[src/rtl/wishbone_manager.sv]
// Single-outstanding Wishbone B4 classic-cycle master: one request becomes one registered
// CYC/STB cycle, finished by ACK, ERR or a cycle-count timeout.
module wishbone_manager #(
   parameter int unsigned TIMEOUT = 255
) (
   input  logic        wb_clk_i,
   input  logic        wb_rst_ni,
   input  logic        req_read_i,
   input  logic        req_write_i,
   input  logic [31:0] req_adr_i,
   input  logic [31:0] req_dat_i,
   input  logic [3:0]  req_sel_i,
   output logic        busy_o,
   output logic        done_o,
   output logic        err_o,
   output logic [31:0] rdata_o,
   output logic        wbm_cyc_o,
   output logic        wbm_stb_o,
   output logic        wbm_we_o,
   output logic [3:0]  wbm_sel_o,
   output logic [31:0] wbm_adr_o,
   output logic [31:0] wbm_dat_o,
   input  logic [31:0] wbm_dat_i,
   input  logic        wbm_ack_i,
   input  logic        wbm_err_i
);

   typedef enum logic [0:0] {StIdle, StBus} state_e;

   // Counter value at which the last counted STB cycle ends without a response.
   localparam logic [7:0] TimeoutLast = 8'(TIMEOUT - 1);

   state_e      state, state_next;
   logic [7:0]  cnt, cnt_next;
   logic        done_next, err_next;
   logic [31:0] rdata_next;
   logic        cyc_next, stb_next, we_next;
   logic [3:0]  sel_next;
   logic [31:0] adr_next, dat_next;

   assign busy_o = (state == StBus);

   always_ff @(posedge wb_clk_i or negedge wb_rst_ni) begin
      if (!wb_rst_ni) begin
         state     <= StIdle;
         cnt       <= 8'd0;
         done_o    <= 1'b0;
         err_o     <= 1'b0;
         rdata_o   <= 32'd0;
         wbm_cyc_o <= 1'b0;
         wbm_stb_o <= 1'b0;
         wbm_we_o  <= 1'b0;
         wbm_sel_o <= 4'd0;
         wbm_adr_o <= 32'd0;
         wbm_dat_o <= 32'd0;
      end else begin
         state     <= state_next;
         cnt       <= cnt_next;
         done_o    <= done_next;
         err_o     <= err_next;
         rdata_o   <= rdata_next;
         wbm_cyc_o <= cyc_next;
         wbm_stb_o <= stb_next;
         wbm_we_o  <= we_next;
         wbm_sel_o <= sel_next;
         wbm_adr_o <= adr_next;
         wbm_dat_o <= dat_next;
      end
   end

   always_comb begin
      state_next = state;
      cnt_next   = cnt;
      done_next  = 1'b0;
      err_next   = 1'b0;
      rdata_next = rdata_o;
      cyc_next   = wbm_cyc_o;
      stb_next   = wbm_stb_o;
      we_next    = wbm_we_o;
      sel_next   = wbm_sel_o;
      adr_next   = wbm_adr_o;
      dat_next   = wbm_dat_o;

      unique case (state)
         StIdle: begin
            if (req_read_i || req_write_i) begin
               adr_next   = req_adr_i;
               dat_next   = req_dat_i;
               sel_next   = req_sel_i;
               we_next    = req_write_i;
               cyc_next   = 1'b1;
               stb_next   = 1'b1;
               cnt_next   = 8'd0;
               state_next = StBus;
            end
         end
         StBus: begin
            // ACK beats ERR, and any response beats the timeout.
            if (wbm_ack_i) begin
               cyc_next   = 1'b0;
               stb_next   = 1'b0;
               we_next    = 1'b0;
               done_next  = 1'b1;
               state_next = StIdle;
               if (!wbm_we_o) begin
                  rdata_next = wbm_dat_i;
               end
            end else if (wbm_err_i || (cnt == TimeoutLast)) begin
               cyc_next   = 1'b0;
               stb_next   = 1'b0;
               we_next    = 1'b0;
               done_next  = 1'b1;
               err_next   = 1'b1;
               state_next = StIdle;
            end else begin
               cnt_next = cnt + 8'd1;
            end
         end
         default: begin
            state_next = StIdle;
         end
      endcase
   end

endmodule

[config.mk]
export PLATFORM = sky130hd
export DESIGN_NAME = wishbone_manager
export DESIGN_NICKNAME = d
export VERILOG_FILES = /design/src/rtl/wishbone_manager.sv
export SDC_FILE = /design/constraint.sdc
export NUM_CORES = 1
export LEC_CHECK = 0
export CELL_PAD_IN_SITES_DETAIL_PLACEMENT = 1
export CELL_PAD_IN_SITES_GLOBAL_PLACEMENT = 1
export CORE_MARGIN = 4
export CORE_UTILIZATION = 45
export CTS_CLUSTER_SIZE = 10
export DETAILED_ROUTE_END_ITERATION = 8
export DONT_BUFFER_PORTS = 1
export PLACE_DENSITY = 0.86
export REMOVE_ABC_BUFFERS = 1
export SYNTH_ARGS = -nofsm -noshare
export SYNTH_HDL_FRONTEND = slang
export SYNTH_SLANG_ARGS = --single-unit
export TNS_END_PERCENT = 1
[constraint.sdc]
create_clock -name wb_clk_i -period 1.7 [get_ports wb_clk_i]
set_input_delay 0.34 -clock wb_clk_i [delete_from_list [all_inputs] [get_ports wb_clk_i]]
set_output_delay 0.34 -clock wb_clk_i [all_outputs]
set_load 0.01 [all_outputs]
==> run_results.csv <==
group,metric,value,unit
logic_synthesis,seq_area_frac_synth,64.55,%
die,start_util,46.74,%
job,max_cap_violations,0,
sta,tightest_slew,387.5,ps
routing,viasPerCell,5.250,
outcome,violations,"negative hold slack",
global_route,grt_max_degree,114,
logic_synthesis,avgSynthCellArea,10.38,sq um
clocking,clock-root-buffer,"clkbuf_8",
routing,wl_met1,5.009,mm
clocking,cts_num_sinks,113,
global_route,grt_antenna_before_repair,2,
worst_setup_path,rr_worst_depth,6,
worst_setup_path,worst-endpoint-arrival,1970,ps
final_layout,layout_commonest_cell,"nand2_1",
global_route,grt_overflow_total,0,
sta,whs,-455.9,ps
pwr,power_leakage,2.974,nW
worst_setup_path,reg2reg_from,"cnt[0]",
sta,timing.final.crit_share,91.13,%
routing,avgRoutedWirePerCell,22.29,microns
worst_setup_path,crit_start,"cnt[0]",
final_layout,final_cell_mix,"nand2_1 (212), dfrtp_1 (113), dlygate4sd3_1 (101), mux2_2 (32), clkbuf_16 (16)",
hold_path,hold_class,"in -> async",
logic_synthesis,netlist_area,0.004380,sq mm
routing,first_pass_iters,4,
die,die_area,0.01138,sq mm
worst_setup_path,critPathKind,"reg -> reg",
worst_setup_path,critPathCaptureType,"register",
global_route,grtUsageTotal,26.32,%
sta,max_freq,645.5,MHz
placed_design,io_buffers,0,
sta,setup_ws,150.7,ps
routing,wl_met3,877,microns
die,core_area,0.009371,sq mm
sta,slew_headroom,73.95,%
worst_setup_path,r2r_slack,150,ps
logic_synthesis,synth_cell_types,30,
worst_setup_path,critPathCapture,"cnt[7]",
sta,slew_viol_final,0,
routing,route.detailed.drc,0,
die,num_rows,35,
routing,drt-initial-drc-count,198,
clocking,cts_buffers,17,
final_layout,final_cells,673,
routing,num_vias,3533,
pwr,p_per_area,1588,mW/mm^2
sta,hold_violations,113,
pwr,max-vdd-ir-drop,0.8446,mV
clocking,clock_path_buffers,2,
routing,top_layer,"met4",
sta,fin_crit,1549,ps
die,ios,212,
global_route,grt_pass1_vias,4006,
placed_design,dp.cells,538,
die,die_x,106.7,microns
sta,rsz0062_at_grt,"false",
sta,finalSetupViolations,0,
worst_setup_path,reg2reg_to,"cnt[7]",
sta,skew,4.529,ps
worst_setup_path,crit_required,2120,ps
outcome,status,"finished with violations",
logic_synthesis,yosys_register_bits,113,
logic_synthesis,syn_inst,422,
final_layout,area_growth_syn_to_layout,40.19,%
die,fp.dieH,106.7,microns
worst_setup_path,path_max_fanout,6,
routing,wl_met2,8.634,mm
clocking,tritoncts,"done",
final_layout,fin_nets,637,
global_route,grt_pass1_wl,22.80,mm
routing,drt-total-wl,15.00,mm
clocking,worst_skew_pair.late_latency,490,ps
final_layout,fillers,990,
clocking,clkSlewWorstSetupHoldPaths,60,ps
placed_design,place_ws,113.8,ps
placed_design,place.gp.congestion,0.7747,
placed_design,dp_hpwl,8.214,mm
logic_synthesis,ys.warnings.count,0,
worst_setup_path,critical_path.startpoint_type,"register",
routing,drtAntennaViolNets,0,
clocking,htreeDepth,4,
final_layout,drive_gt1_share,14.39,%
## area by class of cell
cell class	instances	area, sq um	area share, %
flip-flops and latches	113	2828	46.05
multi-input cells	284	1463	23.82
repair buffers	109	1084	17.64
clock buffers	21	449.2	7.315
well taps	129	161.4	2.628
clock inverters	11	136.4	2.221
inverters	4	15.01	0.2445
diodes	2	5.005	0.08150
## metrics by stage
stage          instance area, sq um  setup TNS (ps)  util [%]  total power (W)
3_5_place_dp                   4527               0     48.30         0.005942
4_1_cts                        6113               0     65.23         0.009649
3_3_place_gp                   4527               0     48.30         0.005766
6_report                       6141               0     65.53         0.009754
5_1_grt                        6141               0     65.53          0.01020
2_1_floorplan                  4282          -91190         -         0.005354
## flip-flops by register name (all words and copies together), names as in the netlist, 4 cells and up
| signal | count |
|---|---|
| wbm_dat_o | 32 |
| wbm_sel_o | 4 |
| wbm_adr_o | 32 |
| cnt | 8 |
| rdata_o | 32 |
## critical path, stage by stage, from the launching register on
cell and delay, ps:
dfrtp_1 410, inv_1 70, ha_1 200, nand3_2 100, o21ai_1 110, or4_1 480, nand3_1 100
## layer usage
metal	up-vias	GRT usage [%]
met5	-	0
li1	1567	-
met3	36	7.766
met2	135	50.31
met4	0	11.96
met1	1795	25.81
## kinds of logic (layout without fill, tap and decap cells)
family                   count (synthesis)  count (layout)  share of synthesized area [%]
multiplexers                            34              34                          8.683
flip-flops                             113             113                          64.55
AO/OA/AOI/OAI                           18              18                          2.828
buffers and inverters                   25             145                          2.599
AND/OR/NAND/NOR                        230             230                          20.77
adder cells (fa/ha/maj)                  2               2                         0.5712
other                                    0               2                              0
## Yosys cell counts (all sizes together)
cell type  count  area [sq um]
and3           1         6.260
dfrtp        113          2828
mux2          32         360.4
o21ai          6         30.03
nand4          1         12.51
clkbuf         9         33.78
o31ai          4         30.03
a31oi          1         6.260
or2            2         12.52
mux2i          2         20.02
nor2           2         7.510
a32o           1         10.01
a21oi          1         5.000
buf           12         65.06
nand3b         2         15.01
o21ba          1         10.01
ha             2         25.02
o21a           2         15.01
o221ai         1         8.760
inv            4         15.01
nor3b          1         12.51
or4            1         7.510
nand2        212         795.8
nand3          6         30.03
nor3           2         10.01
o32ai          1         8.760
## power by group
part	internal, W	total (W)	switching, W
Combinational	0.000743	0.00153	0.000790
Clock	0.00230	0.00351	0.00122
Sequential	0.00354	0.00471	0.00117
## what timing repair did
item | CTS | global route
buffers inserted | 0 | 0
endpoints found under the setup margin | 0 | 3
resized for setup | 0 | 2
endpoints found under the hold margin | 213 | 114
hold buffers | 100 | 1
## worst min path at each step
stage / from / endpoint / slack, ps / cells past startpoint
final: wb_rst_ni / wbm_adr_o[10] / -460 / 0
after global routing: wb_rst_ni / wbm_adr_o[10] / -490 / 0
after CTS: wb_rst_ni / cnt[1] / -490 / 0
after detailed placement: wb_rst_ni / wbm_adr_o[10] / 50 / 0
after global placement: wb_rst_ni / wbm_dat_o[17] / 50 / 0
after floorplan: wb_rst_ni / busy_o / 40 / 0
Note: power is estimated with default switching activity, not from simulation.
==> patch 1, RTL diff (same flow settings) <==
Take the reset off `rdata_o`, `wbm_adr_o` and `wbm_dat_o` and load them in a clocked block of their own.
--- a/src/rtl/wishbone_manager.sv
+++ b/src/rtl/wishbone_manager.sv
@@ -48,3 +48,2 @@
          err_o     <= 1'b0;
-         rdata_o   <= 32'd0;
          wbm_cyc_o <= 1'b0;
@@ -53,4 +52,2 @@
          wbm_sel_o <= 4'd0;
-         wbm_adr_o <= 32'd0;
-         wbm_dat_o <= 32'd0;
       end else begin
@@ -60,3 +57,2 @@
          err_o     <= err_next;
-         rdata_o   <= rdata_next;
          wbm_cyc_o <= cyc_next;
@@ -65,5 +61,9 @@
          wbm_sel_o <= sel_next;
-         wbm_adr_o <= adr_next;
-         wbm_dat_o <= dat_next;
       end
+   end
+
+   always_ff @(posedge wb_clk_i) begin
+      rdata_o   <= rdata_next;
+      wbm_adr_o <= adr_next;
+      wbm_dat_o <= dat_next;
    end
Behaviour: not the same (a bounded check fails within 4 cycles, from zero or initial values and one cycle with wb_rst_ni low).
==> patch 1 against the unedited design <==
The flow now stops in clock tree synthesis (4_1_cts); area after synthesis fell by 16%.
==> patch 1: results (changes against the unedited design) <==
[status]
outcome=aborted with a tool error
haltStage=clock tree synthesis (4_1_cts)
stop_error=[ERROR RSZ-0060] Max buffer count reached.

[placement]
placed_cell_area_mm2=0.003892  ; -14%
gp_congestion=0.7639  ; -1.4%
pre_cts_ws_ps=-27.27  ; -141.1 ps
port_buffers=0  ; unchanged
dpl.hpwl_um=7179  ; -13%

[cts]
cts.sinks=113  ; unchanged
ctsHoldBuffers=101  ; +1.0%
cts-buffers-inserted=17  ; unchanged
cts_buffer_depth=2  ; unchanged
root_buffer=clkbuf_8
cts_resized=1  ; +1
htreeDepth=4  ; unchanged
cts_setup_buffers=0  ; unchanged

[synth]
synthesis.area_mm2=0.003696  ; -16%
synth_cell_type_count=25  ; -17%
synth_seq_area_share_pct=89.51  ; +25 points
synth_edf_count=96  ; +96
yosysWarningCount=0  ; unchanged
async_flop_share_pct=15.04  ; -85 points
synth.area.top_cells=edfxtp_1, dfrtp_1, nand2_1, o21ai_0, ha_1
synth_ff_type=edfxtp_1
synth_common_cells=edfxtp_1, nand2_1, dfrtp_1

==> patch 1: cell families after synthesis <==
logic type | Yosys count | synth area share, %
AOI/OAI and AO/OA | 24 | 4.367
muxes | 1 | 0.2708
buffers and inverters | 8 | 0.9139
and+or+nand+nor | 33 | 4.265
DFF | 113 | 89.51
adders and majority gates | 2 | 0.6769
==> patch 1: through the flow <==
stage	hold slack (ps)	std cells
3_5_place_dp	45.09	288
3_3_place_gp	45.22	288
2_1_floorplan	44.41	179
==> patch 2, RTL diff (same settings) <==
Without the edit above. `TIMEOUT`: 255 -> 128.
--- a/src/rtl/wishbone_manager.sv
+++ b/src/rtl/wishbone_manager.sv
@@ -3,3 +3,3 @@
 module wishbone_manager #(
-   parameter int unsigned TIMEOUT = 255
+   parameter int unsigned TIMEOUT = 128
 ) (
Check against the original RTL: no difference found for any inputs over 10 cycles, from zero or initial values and one cycle with wb_rst_ni low; that may be too few to reach the edited logic, so the function may still have changed.
==> patch 2 against the unedited design <==
The flow now stops in clock tree synthesis (4_1_cts); area after synthesis shrank 0.89%.
==> patch 2: results (changes against the unedited design) <==
[cts]
htreeDepth=4  ; unchanged
ctsHoldBuffers=101  ; +1.0%
cts_setup_buffers=0  ; unchanged
cts_resized=1  ; +1
cts_buffer_depth=2  ; unchanged
root_buffer=clkbuf_8
cts-buffers-inserted=17  ; unchanged

[status]
haltStage=clock tree synthesis (4_1_cts)
outcome=aborted with a tool error
stop_error=[ERROR RSZ-0060] Max buffer count reached.

[placement]
port_buffers=0  ; unchanged
gp_congestion=0.7224  ; -6.8%
dp_cells=408  ; -24%
dpl.hpwl_um=7536  ; -8.3%

[synth]
synthCells=280  ; -34%
synth_cell_type_count=31  ; +3.3%
synth_seq_area_share_pct=65.13  ; +0.58 points
synth-seq-cells=113  ; unchanged
yosysWarningCount=0  ; unchanged
synth_edf_count=0  ; unchanged
async_flop_share_pct=100.0  ; unchanged
synth_common_cells=dfrtp_1, mux2_2, buf_2
synth_ff_type=dfrtp_1
synth.area.top_cells=dfrtp_1, mux2_2, buf_2, nand3_1, nand2_1

[patch 2: changes by cell type after synthesis, moves of 3 or more]
| cell | delta |
|---|---|
| nor2_1 | +3 |
| mux2_2 | +68 |
| clkbuf_1 | -8 |
| nand2_1 | -204 |
| o21ai_1 | -3 |
| o31ai_1 | -4 |
[patch 2: kinds of logic after synthesis]
logic type	share of synthesized area (%)
AOI/OAI and AO/OA	2.219
adders and majority gates	0.2881
buffers and inverters	1.816
DFF	65.13
muxes	25.94
and+or+nand+nor	4.611
[patch 2: stage by stage]
step                hold WS [ps]  area (um2)  worst slack (ps)  TNS, ps
detailed placement         47.03        4578            -47.37   -169.8
global placement           47.08        4578             48.79        0
floorplan                  44.41        4270             -2685  -212670
